**src/rtl/load_store_unit.sv**
```systemverilog
// Byte-addressed load/store front end for a word-wide synchronous data memory.
// Sub-word loads are extracted and extended; sub-word stores are read-modify-write.
module load_store_unit #(
  parameter int ADDR_W = 10
) (
  input  logic              Clk,
  input  logic              Rst,
  input  logic              req,
  input  logic [2:0]        op,
  input  logic [31:0]       addr,
  input  logic [31:0]       wdata,
  output logic [31:0]       rdata,
  output logic              done,
  output logic              err,
  output logic              busy,
  output logic [ADDR_W-1:0] mem_ADDR,
  output logic [31:0]       mem_din,
  output logic              mem_WR_RD,
  input  logic [31:0]       mem_dout
);

  localparam logic [2:0] OP_LW  = 3'd0;
  localparam logic [2:0] OP_LH  = 3'd1;
  localparam logic [2:0] OP_LHU = 3'd2;
  localparam logic [2:0] OP_LB  = 3'd3;
  localparam logic [2:0] OP_LBU = 3'd4;
  localparam logic [2:0] OP_SW  = 3'd5;
  localparam logic [2:0] OP_SH  = 3'd6;
  localparam logic [2:0] OP_SB  = 3'd7;

  typedef enum logic [2:0] {S_IDLE, S_RD, S_CAP, S_WRITE, S_DONE} state_t;

  function automatic logic [31:0] extract(input logic [2:0] o, input logic [1:0] off,
                                          input logic [31:0] w);
    logic [15:0] h;
    logic [7:0]  b;
    h = off[1] ? w[31:16] : w[15:0];
    case (off)
      2'd0:    b = w[7:0];
      2'd1:    b = w[15:8];
      2'd2:    b = w[23:16];
      default: b = w[31:24];
    endcase
    case (o)
      OP_LH:   extract = {{16{h[15]}}, h};
      OP_LHU:  extract = {16'd0, h};
      OP_LB:   extract = {{24{b[7]}}, b};
      OP_LBU:  extract = {24'd0, b};
      default: extract = w;
    endcase
  endfunction

  function automatic logic [31:0] merge(input logic [2:0] o, input logic [1:0] off,
                                        input logic [31:0] w, input logic [31:0] d);
    if (o == OP_SH) begin
      merge = off[1] ? {d[15:0], w[15:0]} : {w[31:16], d[15:0]};
    end else if (o == OP_SB) begin
      case (off)
        2'd0:    merge = {w[31:8], d[7:0]};
        2'd1:    merge = {w[31:16], d[7:0], w[7:0]};
        2'd2:    merge = {w[31:24], d[7:0], w[15:0]};
        default: merge = {d[7:0], w[23:0]};
      endcase
    end else begin
      merge = d;
    end
  endfunction

  state_t              state_q, state_d;
  logic [2:0]          op_q, op_d;
  logic [1:0]          off_q, off_d;
  logic [31:0]         wdata_q, wdata_d;
  logic                bad_q, bad_d;
  logic [31:0]         word_q, word_d;
  logic [31:0]         rdata_q, rdata_d;
  logic                done_q, done_d;
  logic                err_q, err_d;
  logic                busy_q, busy_d;
  logic [ADDR_W-1:0]   mem_addr_q, mem_addr_d;
  logic [31:0]         mem_din_q, mem_din_d;
  logic                mem_wr_q, mem_wr_d;
  logic                misalign_s;
  logic                range_s;

  assign misalign_s = (((op == OP_LW) || (op == OP_SW)) && (addr[1:0] != 2'd0)) ||
                      (((op == OP_LH) || (op == OP_LHU) || (op == OP_SH)) && addr[0]);
  assign range_s    = (addr >> (ADDR_W + 2)) != 32'd0;

  // Status outputs trail the state by one register so every port comes straight off a flop.
  always_comb begin
    state_d    = state_q;
    op_d       = op_q;
    off_d      = off_q;
    wdata_d    = wdata_q;
    bad_d      = bad_q;
    word_d     = word_q;
    mem_addr_d = mem_addr_q;
    mem_din_d  = mem_din_q;
    done_d     = (state_q == S_DONE);
    err_d      = (state_q == S_DONE) && bad_q;
    busy_d     = (state_q != S_IDLE);
    mem_wr_d   = (state_q == S_WRITE);
    if ((state_q == S_DONE) && !bad_q && (op_q <= OP_LBU)) begin
      rdata_d = extract(op_q, off_q, word_q);
    end else begin
      rdata_d = rdata_q;
    end
    case (state_q)
      S_IDLE: begin
        if (req) begin
          op_d    = op;
          off_d   = addr[1:0];
          wdata_d = wdata;
          bad_d   = misalign_s || range_s;
          if (misalign_s || range_s) begin
            state_d = S_DONE;
          end else begin
            mem_addr_d = addr[ADDR_W+1:2];
            if (op == OP_SW) begin
              mem_din_d = wdata;
              state_d   = S_WRITE;
            end else begin
              state_d = S_RD;
            end
          end
        end else begin
          state_d = S_IDLE;
        end
      end
      S_RD:    state_d = S_CAP;
      S_CAP: begin
        if (op_q <= OP_LBU) begin
          word_d  = mem_dout;
          state_d = S_DONE;
        end else begin
          mem_din_d = merge(op_q, off_q, mem_dout, wdata_q);
          state_d   = S_WRITE;
        end
      end
      S_WRITE: state_d = S_DONE;
      S_DONE:  state_d = S_IDLE;
      default: state_d = S_IDLE;
    endcase
  end

  // State, request latches and registered outputs.
  always_ff @(posedge Clk or posedge Rst) begin
    if (Rst) begin
      state_q    <= S_IDLE;
      op_q       <= 3'd0;
      off_q      <= 2'd0;
      wdata_q    <= 32'd0;
      bad_q      <= 1'b0;
      word_q     <= 32'd0;
      rdata_q    <= 32'd0;
      done_q     <= 1'b0;
      err_q      <= 1'b0;
      busy_q     <= 1'b0;
      mem_addr_q <= '0;
      mem_din_q  <= 32'd0;
      mem_wr_q   <= 1'b0;
    end else begin
      state_q    <= state_d;
      op_q       <= op_d;
      off_q      <= off_d;
      wdata_q    <= wdata_d;
      bad_q      <= bad_d;
      word_q     <= word_d;
      rdata_q    <= rdata_d;
      done_q     <= done_d;
      err_q      <= err_d;
      busy_q     <= busy_d;
      mem_addr_q <= mem_addr_d;
      mem_din_q  <= mem_din_d;
      mem_wr_q   <= mem_wr_d;
    end
  end

  assign rdata     = rdata_q;
  assign done      = done_q;
  assign err       = err_q;
  assign busy      = busy_q;
  assign mem_ADDR  = mem_addr_q;
  assign mem_din   = mem_din_q;
  assign mem_WR_RD = mem_wr_q;

endmodule
```
**config.mk**
```make
export PLATFORM = sky130hd
export DESIGN_NAME = load_store_unit
export DESIGN_NICKNAME = d
export VERILOG_FILES = /design/src/rtl/load_store_unit.sv
export SDC_FILE = /design/constraint.sdc
export NUM_CORES = 1
export LEC_CHECK = 0
export ABC_AREA = 0
export BUFFER_PORTS_ARGS = -buffer_cell sky130_fd_sc_hd__buf_2
export CORE_UTILIZATION = 40
export DETAILED_ROUTE_END_ITERATION = 8
export PLACE_DENSITY_LB_ADDON = 0.1
export REMOVE_ABC_BUFFERS = 1
export SLEW_MARGIN = 10
export SYNTH_ARGS = -nofsm -noshare
export SYNTH_HDL_FRONTEND = slang
export SYNTH_SLANG_ARGS = --single-unit
export TNS_END_PERCENT = 50
```
**constraint.sdc**
```tcl
create_clock -name Clk -period 6.9 [get_ports Clk]
set_clock_uncertainty 0.05 [all_clocks]
set_input_delay 1.38 -clock Clk [delete_from_list [all_inputs] [get_ports Clk]]
set_output_delay 1.38 -clock Clk [all_outputs]
set_load 0.1 [all_outputs]
```
-- Word-level counts from Yosys, hierarchy flattened
Cells that the tools add are included.
- flip-flop bits (word level): 151
- bits in latches: 0
- memory bits (writable): 0
- ROM bits: 0
- bits of input ports: 102
- memories: 0
- $add $sub $neg: 0
- multiply operators: 0
- div/mod/pow operators: 0
- order comparisons: 1
- equality and inequality tests: 20
- shift-type cells: 0
- mux-type cells: 17
- bitwise operators: 1
- reductions and logical operators: 22
- operator list (kind ; number):
    $mux 32 ; 7
    $pmux 32 s4 ; 1
    $pmux 32 s3 ; 1
    $pmux 32 s2 ; 1
    $reduce_bool 32->1 ; 1
    $pmux 8 s3 ; 1
    $eq 3x3->1 const B ; 6
    $mux 16 ; 1
    $eq 3x2->1 const B ; 5
    $pmux 3 s4 ; 1
    $eq 3x1->1 const B ; 3
    $mux 3 ; 3
    $ne 2x2->1 const B ; 4
    $logic_not 3->1 ; 2
    $logic_and 1x1->1 ; 5
    $logic_or 1x1->1 ; 5
    $reduce_and 5->1 ; 1
    $reduce_and 2->1 ; 2
    $reduce_bool 2->1 ; 2
    $le 3x3->1 const B ; 1
    $reduce_and 3->1 ; 1
    $reduce_bool 3->1 ; 1
    $eq 2x1->1 const B ; 1
    $eq 2x2->1 const B ; 1
    other kinds (4) ; 4

-- Longest topological paths before layout
Gate-level depths: netlist (run 1).
- word-level depth: 9
- mapped depth: 8

-- Worst setup path after synthesis (run 1)
No wires, ideal clock.
- path kind: in2reg
- start: in addr[22]
- end: reg mem_din_q[0] (netlist: mem_din[0])
- arrival: 2.807 ns
- setup slack: 3.915 ns
- stages on the path: 7
- path buffers: 2
- cells stage by stage: nor4_1 -> nand3_1 -> or3_1 -> nor2b_1 -> buf_6 -> buf_6 -> mux2_1
- cells in the longest elaborated chain, start to end: 4
- ends and longest elaborated chain (element ; RTL line ; source):
    start, declared ; 10 ; input logic [31:0] addr,
    $reduce_bool 32->1 ; 87 ; assign range_s = (addr >> (ADDR_W + 2)) != 32'd0;
    $logic_or 1x1->1 ; 115 ; if (misalign_s || range_s) begin
    $ne 2x2->1 (no line) ; -- ;
    $reduce_and 5->1 (no line) ; -- ;
    end signal, assigned ; 174 ; mem_din_q <= mem_din_d;
    end, declared ; 80 ; logic [31:0] mem_din_q, mem_din_d;
No other way between the ends.
A chain may end at the register's enable or synchronous reset.

-- Final worst setup path (run 1)
- start: reg op_q[1]
- end: reg mem_din_q[25] (netlist: mem_din[25])
- cells in the longest elaborated chain, start to end: 5
- elaborated cells on any way between the ends: 9
- those cells by class: order compare: 1; eq/ne: 3; mux: 4; reduce/logical: 1
- ends and longest elaborated chain (element ; RTL line ; source):
    start, declared ; 70 ; logic [2:0] op_q, op_d;
    start signal, assigned ; 164 ; op_q <= op_d;
    $eq 3x3->1 ; 57 ; end else if (o == OP_SB) begin
    $mux 32 ; 57 ;
    $mux 32 ; 55 ; if (o == OP_SH) begin
    $mux 32 ; 132 ; if (op_q <= OP_LBU) begin
    $pmux 32 s2 ; 108 ; case (state_q)
Several ways; a longest one is shown, not always the timed one. The select of a mux whose other input is x is not followed.

==> results of run 1 <==
## synthesized netlist by cell type, types with 2 or more instances
library cell and instances:
mux2_2 97, buf_6 4, a21o_1 8, nor4_1 5
inv_1 11, mux2_1 30, a31oi_1 9, a221oi_1 7
buf_2 8, nand3b_1 3, o22ai_1 25, buf_1 9
nand2_1 93, and3_1 9, and2_1 11, o211ai_1 7
mux4_2 7, o31ai_1 26, a21oi_1 45, dfrtp_1 151
nor2b_1 6, o21ai_0 34, nor2_1 51, nand2b_1 7
nand3_1 8, nand4_1 2, mux2i_1 13, a211oi_1 17
a22oi_1 7, clkbuf_1 40, or3_1 9
## state kept, by name, indices dropped and copies added (netlist names), 2 cells and up
name      cells
mem_ADDR     10
mem_din      32
off_q         2
op_q          3
rdata        32
state_q       3
wdata_q      32
word_q       32
## per-layer routing
metal / vias to the layer above / wire [microns]
li1: 3086 / -
met3: 16 / 886
met4: 0 / 216
met5: - / 0
met2: 162 / 9943
met1: 3117 / 10410
## cell families after synthesis
family,after synthesis
compound gates,188
xor+xnor,1
buf+inv,73
flops,151
mux,147
simple gates,208
## stage by stage
stage / cell area (sq um) / total power [mW] / util (%) / instances / setup WS, ns
after CTS: 9689 / 2.724 / 49.78 / 1195 / 3.592
final: 9692 / 2.698 / 49.80 / 1195 / 3.640
after floorplan: 7685 / 1.493 / - / 706 / 1.405
after detailed placement: 9026 / 1.672 / 46.38 / 1163 / 3.137
after global placement: 9026 / 1.669 / 46.38 / 1163 / 3.178
after global routing: 9692 / 2.819 / 49.80 / 1195 / 3.387
## power by group through the flow
stage          Combinational [mW]  Sequential [mW]  Clock, mW
2_1_floorplan               0.279             1.21          0
3_3_place_gp                0.639             1.03          0
3_5_place_dp                0.641             1.03          0
4_1_cts                     0.644             1.01       1.07
5_1_grt                     0.694             1.02       1.10
6_report                    0.640             1.02       1.04
## path summary, 6_finish.rpt
check	endpoint	cells after the start
max in group asynchronous	word_q[7]	3
worst max register to register	mem_din[25]	7
min in group asynchronous	mem_ADDR[3]	2
worst max-delay path	mem_din[25]	7
worst min-delay path	rdata[11]	2
worst min register to register	rdata[11]	2
## worst min-delay path: cells and delay by family (launching register included)
family           cells  cell delay, ns
DFF                  1            0.34
and+or+nand+nor      2            0.10
## final cells by class
cell class | instances | area [sq um]
Inverter | 11 | 46.29
Timing Repair Buffer | 192 | 993.5
Clock buffer | 20 | 466.7
Multi-Input combinational cell | 544 | 3877
Fill cell | 1828 | 9771
Clock inverter | 12 | 196.4
Sequential cell | 151 | 3780
Tap cell | 265 | 331.6
==> impl_metrics.tcl, run 1 <==
set metrics [dict create \
    insertion_delay_ns 0.43 \
    antennaDiodeCount 0 \
    cp_slowest_cell "nand2_1" \
    synth-edff-count 0 \
    grt-ovfl-total 0 \
    synth_simple_gate_area_share_pct 11.99 \
    num-nets-final 1019 \
    yosys_warnings 0 \
    synthXorXnorAreaFrac_pct 0.1100 \
    cp-start-kind "register" \
    detailed_place_hpwl_microns 14530 \
    grt_most_used_layer "met2" \
    reg2reg_from "op_q[1]" \
    numClockSinks 151 \
    rrSetupSlack_ns 3.64 \
    post_cts_resized 0 \
    tightest_slew_ns 1.064 \
    cts_max_level 4 \
    synth_cell_types 40 \
    finalSetupViolations 0 \
    intPower_mw 1.827 \
    cts_tree "built" \
    finalHoldViolCount 0 \
    drc 0 \
    cts_setup_buffers 0 \
    wirelength_microns 21460 \
    ys_top_cells_by_area "dfrtp_1 (47%), mux2_2 (14%), nand2_1 (4.4%)" \
    syn2layout_area_growth_pct 21.77 \
    min_from "rdata[11]" \
    drive_above_1_share_pct 36.13 \
    period_needed_ns 3.260 \
    critPathRequiredTime_ns 7.16 \
    die_y_microns 143.1 \
    initial_core_util_pct 40.89 \
    p_switching_mw 0.8705 \
    fin_hold_ws_ns 0.4253 \
    ys_seq_area_share_pct 47.48 \
    report.final.slew_viol_count 0 \
    grt_util_all_layers_pct 22.60 \
    grt_antenna_before_repair 0 \
    ys_ff_latch 151 \
    vias_per_cell 5.340 \
    path_common_cell "buf_4" \
    synthArstFlopShare_pct 100.0 \
    synthDominantCellAreaShare_pct 47.48 \
    rsz0062_at_grt "no" \
    yosysTopAreaCell "dfrtp_1" \
    synthCells 768 \
    min_path_type "register to register" \
    crit_path_max_fanout 34 \
    detail_route.iter0.violations 432 \
    die_area_sq_um 20460 \
    die_w_microns 143.1 \
    synth_compound_area_share_pct 14.87 \
    fmax_mhz 306.7 \
    synth.area.mux_share_pct 21.58 \
    status "finished clean" \
    worstSetupPathType "register to register" \
    cts-buffers-inserted 17 \
    met1_usage_pct 31.83 \
    cp_cell_sequence "buf_4 > and2_1 > buf_4 > nand2_1 > a211oi_1 > o31ai_1 > mux2_1" \
    firstDrtPassIters 6 \
    critical-path-top-delay-family "simple AND/OR/NAND/NOR gates" \
    p_clk_share_pct 38.6 \
    arrival_ns 3.52 \
    antenna_left 0 \
    place_congestion 0.7654 \
    root_buffer "clkbuf_16" \
    pwr-share-seq_pct 37.6 \
    synth_adder_area_share_pct 0 \
    cap_viol_max_count 0 \
    powerDensity_nw_per_um2 278.4 \
    finalSetupTns_ns 0 \
    avgSynthCellArea_sq_um 10.36 \
    met2_usage_pct 35.43 \
    ctsLongestPathBuffers 2 \
    critPathCaptureType "register" \
    coreArea_sq_um 19460 \
    hold_buffers 0 \
    swShare_pct 32.27 \
    via_count 6381 \
    peakVddDrop_v 0.0001536 \
    period_share_pct 47.25 \
    cts.clk_slew.worst_paths_ns 0.06 \
    maxSlewHeadroom_pct 28.92 \
    io_buffers 179 \
    ys.flop_type "dfrtp_1" \
    mostFrequentLayoutCells "buf_2 (179), dfrtp_1 (150), mux2_2 (97), nand2_1 (93), nor2_1 (50)" \
    grt_start_max_net_pins 89 \
    grt_pass1_vias 6316 \
    leakage_nw 4.766 \
    final_common_cell "buf_2" \
    grt_pass1_wl_microns 35130 \
    critPathBufInv 2 \
    num_rows 51 \
    comb_power_share_pct 23.7 \
    startpoint "op_q[1]" \
    num_io_pins 180 \
    slowest_delay_ns 0.60 \
    synth_area_sq_um 7959 \
    synth_top_family_by_area "multiplexers" \
    met3_usage_pct 3.856 \
    wire_per_inst_microns 17.95 \
]
No activity file was read; power rests on OpenSTA's default activity.
==> inputs of run 2 (changes only) <==
==> constraint.sdc (replaced) <==
create_clock -name Clk -period 3 [get_ports Clk]
set_clock_uncertainty 0.05 [all_clocks]
set_input_delay 0.6 -clock Clk [delete_from_list [all_inputs] [get_ports Clk]]
set_output_delay 0.6 -clock Clk [all_outputs]
set_load 0.1 [all_outputs]
==> run 2 against run 1 <==
Compared with the run above:
- final cell count is 1.3% higher
- hold slack worse by 0.25 ns
- wire length is 1.3% higher
==> impl_metrics.tcl, run 2 (synthesis gave the netlist of run 1 again) <==
set metrics [dict create \
    path_common_cell "a21oi_1" \
    crit_path_max_fanout 24 \
    die_w_microns 143.1 \
    cts_max_level 4 \
    grt_util_all_layers_pct 22.85 \
    hold_buffers 0 \
    cts.clk_slew.worst_paths_ns 0.06 \
    worstSetupPathType "register to register" \
    cts-buffers-inserted 17 \
    r2r_end "rdata[4]" \
    rsz0062_at_grt "no" \
    finalSetupTns_ns 0 \
    wire_per_inst_microns 17.94 \
    cap_viol_max_count 0 \
    antenna_left 0 \
    tightest_slew_ns 0.9609 \
    place_congestion 0.7713 \
    grt-ovfl-total 0 \
    wirelength_microns 21730 \
    ff2ff_path_depth 5 \
    root_buffer "clkbuf_16" \
    num_io_pins 180 \
    period_share_pct 79.04 \
    fmax_mhz 421.8 \
    peakVddDrop_v 0.0004110 \
    die_y_microns 143.1 \
    via_count 6437 \
    pre_cts_slack_ns 0.4349 \
    rrSetupSlack_ns 0.63 \
    final_common_cell "buf_2" \
    coreArea_sq_um 19460 \
    min_path_type "input port to asynchronous set/reset pin" \
    num_rows 51 \
    maxSlewHeadroom_pct 35.80 \
    critical-path-top-delay-family "compound AO/OA/AOI/OAI gates" \
    finalHoldViolCount 0 \
    dpl.cell_count 1179 \
    grt_pass1_wl_microns 35650 \
    slowest_delay_ns 0.54 \
    arrival_ns 2.64 \
    critPathCaptureType "register" \
    period_needed_ns 2.371 \
    mostFrequentLayoutCells "buf_2 (179), dfrtp_1 (150), mux2_2 (97), nand2_1 (93), nor2_1 (51)" \
    leakage_nw 4.815 \
    finalSetupViolations 0 \
    grt_antenna_before_repair 0 \
    grt_pass1_vias 6221 \
    powerDensity_nw_per_um2 620.7 \
    detail_route.iter0.violations 391 \
    n_fill_cell 1874 \
    detailed_place_hpwl_microns 15260 \
    cts_setup_buffers 0 \
    status "finished clean" \
    io_buffers 179 \
    num-nets-final 1035 \
    critPathRequiredTime_ns 3.26 \
    final_cells 1211 \
    vias_per_cell 5.315 \
    fin_ws_ns 0.6289 \
    post_cts_resized 0 \
    cts_tree "built" \
    cp_cell_sequence "buf_4 > nor2_1 > a21oi_1 > a221oi_1 > a21oi_1" \
    ctsLongestPathBuffers 2 \
    die_area_sq_um 20460 \
    insertion_delay_ns 0.43 \
    grt_start_max_net_pins 66 \
    syn2layout_area_growth_pct 22.84 \
    numClockSinks 151 \
    cp_slowest_cell "nor2_1" \
    firstDrtPassIters 6 \
    reg2reg_from "op_q[0]" \
    antennaDiodeCount 0 \
    drive_above_1_share_pct 37.00 \
    critPathBufInv 1 \
    cp-start-kind "register" \
    report.final.slew_viol_count 0 \
    initial_core_util_pct 40.89 \
    drc 0 \
]
==> run 2: final cells by class <==
| type | instances | area, sq um | share of cell area [%] |
|---|---|---|---|
| clock buffer | 18 | 429.2 | 4.390 |
| clock inverter | 14 | 176.4 | 1.804 |
| inverter | 11 | 46.29 | 0.4735 |
| multi-input combinational | 544 | 3875 | 39.63 |
| sequential | 151 | 3780 | 38.66 |
| tap | 265 | 331.6 | 3.391 |
| timing repair buffer | 208 | 1139 | 11.65 |
==> run 2: worst reg2reg max path, delay by kind of cell (launching register included) <==
family / cells / cell delay (ns)
simple gates: 1 / 0.55
compound gates: 3 / 0.95
buf+inv: 1 / 0.25
flops: 1 / 0.46
==> run 2: routing by layer <==
layer	vias up	global-route usage (%)	share of wire, %
met5	-	0	0
met4	0	6.791	1.2
met3	22	3.823	3.9
met2	163	34.22	45
met1	3138	33.55	50
li1	3114	-	-
==> run 2: how the worst max path moves through the flow <==
stage            start          end  slack [ns]  depth (start not counted)
3_3_place_gp       req  mem_din[30]        0.54                          6
3_5_place_dp     op[2]  mem_din[30]        0.43                          6
5_1_grt        op_q[0]     rdata[5]        0.43                          5
6_report       op_q[0]     rdata[4]        0.63                          5
4_1_cts        op_q[1]  mem_din[30]        0.62                          4
2_1_floorplan      Rst        bad_q       -1.71                          1
==> run 2: power breakdown <==
part / leakage (nW) / internal, mW / switching [mW]
Combinational: 2.64 / 0.507 / 1.01
Sequential: 1.89 / 2.18 / 0.150
Clock: 0.279 / 1.31 / 0.906
==> run 2: stage by stage <==
step / area [sq um] / util [%] / hold WS [ns] / power [mW]
floorplan: 7685 / - / 0.4216 / 3.434
global placement: 9171 / 47.12 / 0.4208 / 3.875
detailed placement: 9171 / 47.12 / 0.4134 / 3.889
CTS: 9777 / 50.23 / 0.1876 / 6.125
global route: 9777 / 50.23 / 0.2127 / 6.348
finish: 9777 / 50.23 / 0.1705 / 6.068
